## src/rtl/hazard_pkg.sv

```systemverilog
// rtl/hazard_pkg.sv - shared latency classes, stage ages and width helpers for the hazard scoreboard
package hazard_pkg;

   typedef enum logic [1:0] {
      LAT_ALU  = 2'd0,
      LAT_LOAD = 2'd1,
      LAT_MUL  = 2'd2,
      LAT_RSVD = 2'd3
   } lat_cls_e;

   // age 0 means "read the register file", age 1 is the EX stage
   localparam int AGE_RF = 0;
   localparam int AGE_EX = 1;

   // bits needed to hold the values 0..n, never less than one
   function automatic int bits_for(input int n);
      return (n < 1) ? 1 : $clog2(n + 1);
   endfunction

   // width of one per-source fwd_sel field
   function automatic int fwd_w(input int num_fwd);
      return bits_for(num_fwd);
   endfunction

endpackage

```

## src/rtl/hazard_scoreboard_if.sv

```systemverilog
// rtl/hazard_scoreboard_if.sv - ID-stage issue request and hazard response bundle
interface hazard_scoreboard_if #(
   parameter int NUM_SRC = 2,
   parameter int NUM_FWD = 4
);
   import hazard_pkg::*;

   localparam int FW = fwd_w(NUM_FWD);

   logic                   id_valid;
   logic [5*NUM_SRC-1:0]   id_src;
   logic [4:0]             id_rd;
   logic                   id_rfwr;
   logic [1:0]             id_lat_cls;
   logic                   id_hilo_wr;
   logic                   id_hilo_rd;
   logic                   hold;
   logic                   flush;
   logic                   stall;
   logic [NUM_SRC*FW-1:0]  fwd_sel;
   logic                   hilo_busy;

   modport master (
      output id_valid, id_src, id_rd, id_rfwr, id_lat_cls, id_hilo_wr, id_hilo_rd, hold, flush,
      input  stall, fwd_sel, hilo_busy
   );

   modport slave (
      input  id_valid, id_src, id_rd, id_rfwr, id_lat_cls, id_hilo_wr, id_hilo_rd, hold, flush,
      output stall, fwd_sel, hilo_busy
   );

endinterface

```

## src/rtl/sb_entry.sv

```systemverilog
// rtl/sb_entry.sv - one register's in-flight producer: valid, pipeline age and result countdown
module sb_entry
   import hazard_pkg::*;
#(
   parameter int NUM_FWD     = 4,
   parameter int FLUSH_DEPTH = 2,
   parameter int AGE_W       = 3,
   parameter int CNT_W       = 2
) (
   input  logic             clk,
   input  logic             rst,
   input  logic             i_load,
   input  logic [CNT_W-1:0] i_cnt,
   input  logic             i_hold,
   input  logic             i_flush,
   output logic             o_valid,
   output logic [AGE_W-1:0] o_age,
   output logic             o_pend
);

   logic             r_valid;
   logic [AGE_W-1:0] r_age;
   logic [CNT_W-1:0] r_cnt;
   logic             w_expire;
   logic             w_young;

   assign w_expire = (r_age == AGE_W'(NUM_FWD));
   assign w_young  = (r_age <= AGE_W'(FLUSH_DEPTH));

   // track the newest writer; flush beats hold, a new writer beats ageing out
   always_ff @(posedge clk or negedge rst) begin
      if (!rst) begin
         r_valid <= 1'b0;
         r_age   <= AGE_W'(AGE_RF);
         r_cnt   <= '0;
      end else if (i_flush || !i_hold) begin
         if (i_load && !i_flush) begin
            r_valid <= 1'b1;
            r_age   <= AGE_W'(AGE_EX);
            r_cnt   <= i_cnt;
         end else if (r_valid && (w_expire || (i_flush && w_young))) begin
            r_valid <= 1'b0;
            r_age   <= AGE_W'(AGE_RF);
            r_cnt   <= '0;
         end else if (r_valid) begin
            r_age <= r_age + AGE_W'(1);
            if (r_cnt != '0) begin
               r_cnt <= r_cnt - CNT_W'(1);
            end
         end
      end
   end

   assign o_valid = r_valid;
   assign o_age   = r_age;
   assign o_pend  = (r_cnt != '0);

endmodule

```

## src/rtl/hazard_scoreboard.sv

```systemverilog
// rtl/hazard_scoreboard.sv - GPR and HI/LO interlock with bypass-stage selection for the ID stage
module hazard_scoreboard
   import hazard_pkg::*;
#(
   parameter int NUM_SRC     = 2,
   parameter int NUM_FWD     = 4,
   parameter int LOAD_LAT    = 2,
   parameter int MUL_LAT     = 3,
   parameter int DIV_LAT     = 32,
   parameter int FLUSH_DEPTH = 2
) (
   input  logic                clk,
   input  logic                rst,
   hazard_scoreboard_if.slave  bus
);

   localparam int FW      = fwd_w(NUM_FWD);
   localparam int MAX_LAT = (LOAD_LAT > MUL_LAT) ? LOAD_LAT : MUL_LAT;
   localparam int CNT_W   = bits_for(MAX_LAT);
   localparam int HL_W    = bits_for(DIV_LAT);

   lat_cls_e              w_cls;
   logic [CNT_W-1:0]      w_lat;
   logic [4:0]            w_src;
   logic                  w_raw;
   logic                  w_hilo_hit;
   logic                  w_stall;
   logic                  w_issue;
   logic [31:0]           w_valid;
   logic [31:0]           w_pend;
   logic [FW-1:0]         w_age [32];
   logic [NUM_SRC*FW-1:0] w_fwd;
   logic [HL_W-1:0]       r_hilo_cnt;

   // translate the issuing instruction's latency class into its result countdown
   always_comb begin
      w_cls = lat_cls_e'(bus.id_lat_cls);
      case (w_cls)
         LAT_LOAD: w_lat = CNT_W'(LOAD_LAT);
         LAT_MUL:  w_lat = CNT_W'(MUL_LAT);
         default:  w_lat = '0;
      endcase
   end

   // r0 is hard-wired zero and never has a producer
   assign w_valid[0] = 1'b0;
   assign w_pend[0]  = 1'b0;
   assign w_age[0]   = '0;

   for (genvar g = 1; g < 32; g++) begin : g_ent
      logic w_ld;
      assign w_ld = w_issue && bus.id_rfwr && (bus.id_rd == 5'(g));

      sb_entry #(
         .NUM_FWD     (NUM_FWD),
         .FLUSH_DEPTH (FLUSH_DEPTH),
         .AGE_W       (FW),
         .CNT_W       (CNT_W)
      ) u_ent (
         .clk     (clk),
         .rst     (rst),
         .i_load  (w_ld),
         .i_cnt   (w_lat),
         .i_hold  (bus.hold),
         .i_flush (bus.flush),
         .o_valid (w_valid[g]),
         .o_age   (w_age[g]),
         .o_pend  (w_pend[g])
      );
   end

   // per source: stall on a producer still counting down, otherwise bypass from its stage
   always_comb begin
      w_raw = 1'b0;
      w_fwd = '0;
      w_src = '0;
      for (int s = 0; s < NUM_SRC; s++) begin
         w_src = bus.id_src[5*s +: 5];
         if ((w_src != 5'd0) && w_valid[w_src]) begin
            if (w_pend[w_src]) begin
               w_raw = 1'b1;
            end else begin
               w_fwd[FW*s +: FW] = w_age[w_src];
            end
         end
      end
   end

   assign w_hilo_hit = (bus.id_hilo_rd || bus.id_hilo_wr) && (r_hilo_cnt != '0);
   assign w_stall    = bus.id_valid && (w_raw || w_hilo_hit);
   assign w_issue    = bus.id_valid && !w_stall && !bus.hold && !bus.flush;

   // HI/LO unit busy countdown; the divider keeps running through hold and flush
   always_ff @(posedge clk or negedge rst) begin
      if (!rst) begin
         r_hilo_cnt <= '0;
      end else if (w_issue && bus.id_hilo_wr) begin
         r_hilo_cnt <= HL_W'(DIV_LAT);
      end else if (r_hilo_cnt != '0) begin
         r_hilo_cnt <= r_hilo_cnt - HL_W'(1);
      end
   end

   assign bus.stall     = w_stall;
   assign bus.fwd_sel   = w_fwd;
   assign bus.hilo_busy = (r_hilo_cnt != '0);

endmodule

```

## src/flat_wrapper.sv

```systemverilog
// flat-port wrapper written by rule: the top's interface ports become plain ports
module hazard_scoreboard_flat import hazard_pkg::*;
#(
   parameter int NUM_SRC     = 2,
   parameter int NUM_FWD     = 4,
   parameter int LOAD_LAT    = 2,
   parameter int MUL_LAT     = 3,
   parameter int DIV_LAT     = 32,
   parameter int FLUSH_DEPTH = 2
)
  (clk, rst, bus_id_valid, bus_id_src, bus_id_rd, bus_id_rfwr, bus_id_lat_cls, bus_id_hilo_wr, bus_id_hilo_rd, bus_hold, bus_flush, bus_stall, bus_fwd_sel, bus_hilo_busy);
  hazard_scoreboard_if #(.NUM_SRC(NUM_SRC), .NUM_FWD(NUM_FWD)) bus_i ();
  input  logic clk;
  input  logic rst;
  input wire logic [$bits(bus_i.id_valid)-1:0] bus_id_valid;
  input wire logic [$bits(bus_i.id_src)-1:0] bus_id_src;
  input wire logic [$bits(bus_i.id_rd)-1:0] bus_id_rd;
  input wire logic [$bits(bus_i.id_rfwr)-1:0] bus_id_rfwr;
  input wire logic [$bits(bus_i.id_lat_cls)-1:0] bus_id_lat_cls;
  input wire logic [$bits(bus_i.id_hilo_wr)-1:0] bus_id_hilo_wr;
  input wire logic [$bits(bus_i.id_hilo_rd)-1:0] bus_id_hilo_rd;
  input wire logic [$bits(bus_i.hold)-1:0] bus_hold;
  input wire logic [$bits(bus_i.flush)-1:0] bus_flush;
  output wire logic [$bits(bus_i.stall)-1:0] bus_stall;
  output wire logic [$bits(bus_i.fwd_sel)-1:0] bus_fwd_sel;
  output wire logic [$bits(bus_i.hilo_busy)-1:0] bus_hilo_busy;
  assign bus_i.id_valid = bus_id_valid;
  assign bus_i.id_src = bus_id_src;
  assign bus_i.id_rd = bus_id_rd;
  assign bus_i.id_rfwr = bus_id_rfwr;
  assign bus_i.id_lat_cls = bus_id_lat_cls;
  assign bus_i.id_hilo_wr = bus_id_hilo_wr;
  assign bus_i.id_hilo_rd = bus_id_hilo_rd;
  assign bus_i.hold = bus_hold;
  assign bus_i.flush = bus_flush;
  assign bus_stall = bus_i.stall;
  assign bus_fwd_sel = bus_i.fwd_sel;
  assign bus_hilo_busy = bus_i.hilo_busy;
  hazard_scoreboard #(.NUM_SRC(NUM_SRC), .NUM_FWD(NUM_FWD), .LOAD_LAT(LOAD_LAT), .MUL_LAT(MUL_LAT), .DIV_LAT(DIV_LAT), .FLUSH_DEPTH(FLUSH_DEPTH)) u_core (.clk(clk), .rst(rst), .bus(bus_i));
endmodule
```

## config.mk

```make
export PLATFORM = sky130hd
export DESIGN_NAME = hazard_scoreboard_flat
export DESIGN_NICKNAME = d
export VERILOG_FILES = /design/src/rtl/hazard_pkg.sv /design/src/rtl/hazard_scoreboard_if.sv /design/src/rtl/sb_entry.sv /design/src/rtl/hazard_scoreboard.sv /design/src/flat_wrapper.sv
export SDC_FILE = /design/constraint.sdc
export NUM_CORES = 1
export LEC_CHECK = 0
export ABC_AREA = 0
export BUFFER_PORTS_ARGS = -buffer_cell sky130_fd_sc_hd__buf_2
export CAP_MARGIN = 20
export CORE_UTILIZATION = 55
export CTS_BUF_LIST = sky130_fd_sc_hd__clkbuf_8 sky130_fd_sc_hd__clkbuf_16
export DETAILED_ROUTE_END_ITERATION = 8
export PLACE_DENSITY = 0.75
export SLEW_MARGIN = 30
export SYNTH_ARGS = -nofsm -noshare
export SYNTH_HDL_FRONTEND = slang
export SYNTH_HIERARCHICAL = 1
export SYNTH_SLANG_ARGS = --single-unit
```

## constraint.sdc

```tcl
create_clock -name clk -period 8.3 [get_ports clk]
set_input_delay 1.66 -clock clk [delete_from_list [all_inputs] [get_ports clk]]
set_output_delay 1.66 -clock clk [all_outputs]
set_load 0.01 [all_outputs]
```

==> qor.txt <==
outcome: finished clean
P_leak: 7.98 nW
detailed-router iteration count before antenna repair: 5
Critical Path Fanout Max: 31
final setup violation count: 0
CTS sink count: 192
Num CTS Buffers: 17
global route overflow: 0
post-cts resize count: 0
core area: 0.0316 sq mm
main area contributors after synthesis: dfrtp_1, mux4_2, ha_1
average instance area after synthesis: 9.79 sq um
layout cells sized above 1: 20.4%
Detailed Place HPWL: 33100 um
PnR Total Power: 2.24 mW
Starting Density: 56.2%
clock skew: 18.8 ps
Final GP Congestion: 0.948
RSZ-0062 raised after global routing: no
Ports: 33
fmax: 0.163 GHz
Most used DFF post-synth: dfrtp_1
Worst slew margin: 32.4%
clock buffer depth: 2
DR DRC count: 0
area added between synthesis and finish: 5.86%
most frequent cell after synthesis: inv_1
Non-Filler Instances: 2232
Final Max Slew Viols: 0
Hold WC Path Type: reg2reg
Cell Rows: 65
Reg2Reg Depth: 11
DR WL/cell: 21.1 um
dpl cells: 2198
htree depth: 4
fin crit share: 74.1%
final hold slack: 526 ps
Pwr Density: 119 mW/mm^2
Post-Syn Area: 0.0178 sq mm
Avg Vias per Cell: 6.65
Synth top area share: 27.0%
final core utilization: 59.5%
via count: 14.8k
Clock power frac: 38.8%
worst slew pin tran: 1010 ps
post-route cell area: 0.0188 sq mm
WS Path Type: in2out
port bufs: 32
initial antenna violation count: 5
Gate power share: 16.9%
P_int: 1.56 mW
#FFs+latches synth: 192
1st-iter DRT viols: 1546
Seq/Total Area, Yosys: 27.0%
Post-synth EDFFs: 0
Worst Hold Path Cells: 1
min cycle time layout: 6150 ps
switch share: 30.5%
Sw Pwr: 0.684 mW
Max Cap Violations: 0
vias in the first global route: 14.2k
setup tns final: 0 ps
Post-DP Area: 0.0182 sq mm
Clock Pin Slew Worst Setup and Hold Paths: 70 ps
critical path endpoint category: primary output
WP data arrival: 4490 ps
maximum vdd drop: 0.000159 V
Die Ht: 182 um
setup bufs post-CTS: 0
Synth cell types: 67
critical path launch point type: input pin
syn nets: 1967
Routed Antenna Nets: 0
Post-synth ARST share: 100%
pin count of the biggest net entering global routing: 103
CTS tree: yes
final worst setup slack: 2150 ps
Reg power frac: 44.3%
routed wire length: 47200 um
hold buffer count at cts: 0
commonest cells in the synthesized netlist: inv_1, dfrtp_1, nand2_1
clk_lat worst skew: 470 ps
Post-Syn Instances: 1816
total global-route track usage: 29.2%
pre-CTS setup slack: 2210 ps
die area: 0.0330 sq mm
Die Wd: 182 um
Hold Fails Final Rpt: 0
Root Driver: clkbuf_16
first-pass GRT wire length: 76800 um
largest area contributor in the netlist: dfrtp_1
yosys warns: 6
Req. time, crit path: 6640 ps
NumNets Final: 1966
layer usage:
layer / vias up / wire length (um) / track usage [%]
met1: 7367 / 20400 / 40.4
met4: 2 / 1410 / 10.1
li1: 6768 / - / -
met2: 599 / 21500 / 45.4
met3: 98 / 3840 / 6.12
met5: - / 17 / 0
final cells by class:
type                    count  area (sq um)
well taps                 402           503
fillers                  2660         12800
flip-flops and latches    192          4800
repair buffers             41           255
clock buffers              18           439
diodes                      3          7.51
clock inverters            13           150
multi-input cells        1370         11900
inverters                 193           724
critical path, stage by stage:
cell and delay, ps:
buf_2 680, buf_4 470, mux4_2 550, mux4_2 500
mux2i_1 350, nor2_1 90, buf_2 150
cells in the final DEF (no fill, tap or decap), types with 8 or more instances in the layout:
| cell type | synthesis | final |
|---|---|---|
| a21oi_1 | 131 | 131 |
| a221o_1 | 60 | 60 |
| a22o_1 | 8 | 8 |
| a2bb2oi_2 | 60 | 60 |
| a31o_1 | 30 | 30 |
| and2b_1 | 62 | 62 |
| buf_2 | 41 | 28 |
| buf_4 | 4 | 9 |
| clkbuf_16 | 0 | 17 |
| dfrtp_1 | 192 | 192 |
| ha_1 | 126 | 125 |
| inv_1 | 193 | 194 |
| mux2_2 | 10 | 10 |
| mux2i_1 | 24 | 24 |
| mux4_2 | 72 | 72 |
| nand2_1 | 138 | 138 |
| nand2b_1 | 65 | 65 |
| nand2b_2 | 30 | 30 |
| nand3_1 | 37 | 37 |
| nand4_1 | 30 | 30 |
| nor2_1 | 40 | 40 |
| nor2b_1 | 42 | 42 |
| nor2b_2 | 30 | 30 |
| nor3_1 | 39 | 39 |
| o21a_1 | 32 | 32 |
| o21ai_0 | 66 | 66 |
| o21ai_2 | 30 | 30 |
| o21ai_4 | 30 | 30 |
| o21ba_4 | 30 | 30 |
| o22ai_1 | 60 | 60 |
| o41ai_1 | 30 | 30 |
cells by family after synthesis:
family	synth area share [%]
compound gates	29.3
xor+xnor	0.0493
fa+ha+maj	8.87
buf+inv	5.95
flops	27.0
mux	11.4
simple gates	17.4
flip-flops by register name, indices dropped and copies added (netlist names):
signal,flops
u_core/g_ent.u_ent/o_age,93
u_core/g_ent.u_ent/r_cnt,62
u_core/g_ent.u_ent/o_valid,31
u_core/r_hilo_cnt,6
worst paths after layout:
path	startpoint	to	slack (ps)
worst max-delay path	bus_id_src[0]	bus_fwd_sel[1]	2150
worst min register to register	u_core/g_ent[31].u_ent/r_cnt[1]$_DFFE_PN0P_	u_core/g_ent[31].u_ent/r_cnt[1]$_DFFE_PN0P_	530
worst min-delay path	u_core/g_ent[31].u_ent/r_cnt[1]$_DFFE_PN0P_	u_core/g_ent[31].u_ent/r_cnt[1]$_DFFE_PN0P_	530
min in group asynchronous	rst	u_core/g_ent[3].u_ent/o_age[1]$_DFFE_PN0P_	1160
worst max register to register	u_core/g_ent[30].u_ent/o_valid$_DFFE_PN0P_	u_core/g_ent[9].u_ent/r_cnt[0]$_DFFE_PN0P_	4370
max in group asynchronous	rst	u_core/g_ent[25].u_ent/o_age[1]$_DFFE_PN0P_	5880
power groups by stage:
stage,Sequential [mW],Clock (mW),Combinational (mW)
after floorplan,1.00,0,0.250
final,0.992,0.869,0.379
after global routing,0.996,0.926,0.414
after global placement,1.01,0,0.362
after CTS,0.990,0.891,0.374
after detailed placement,1.01,0,0.373
No activity file was read; power rests on OpenSTA's default activity.
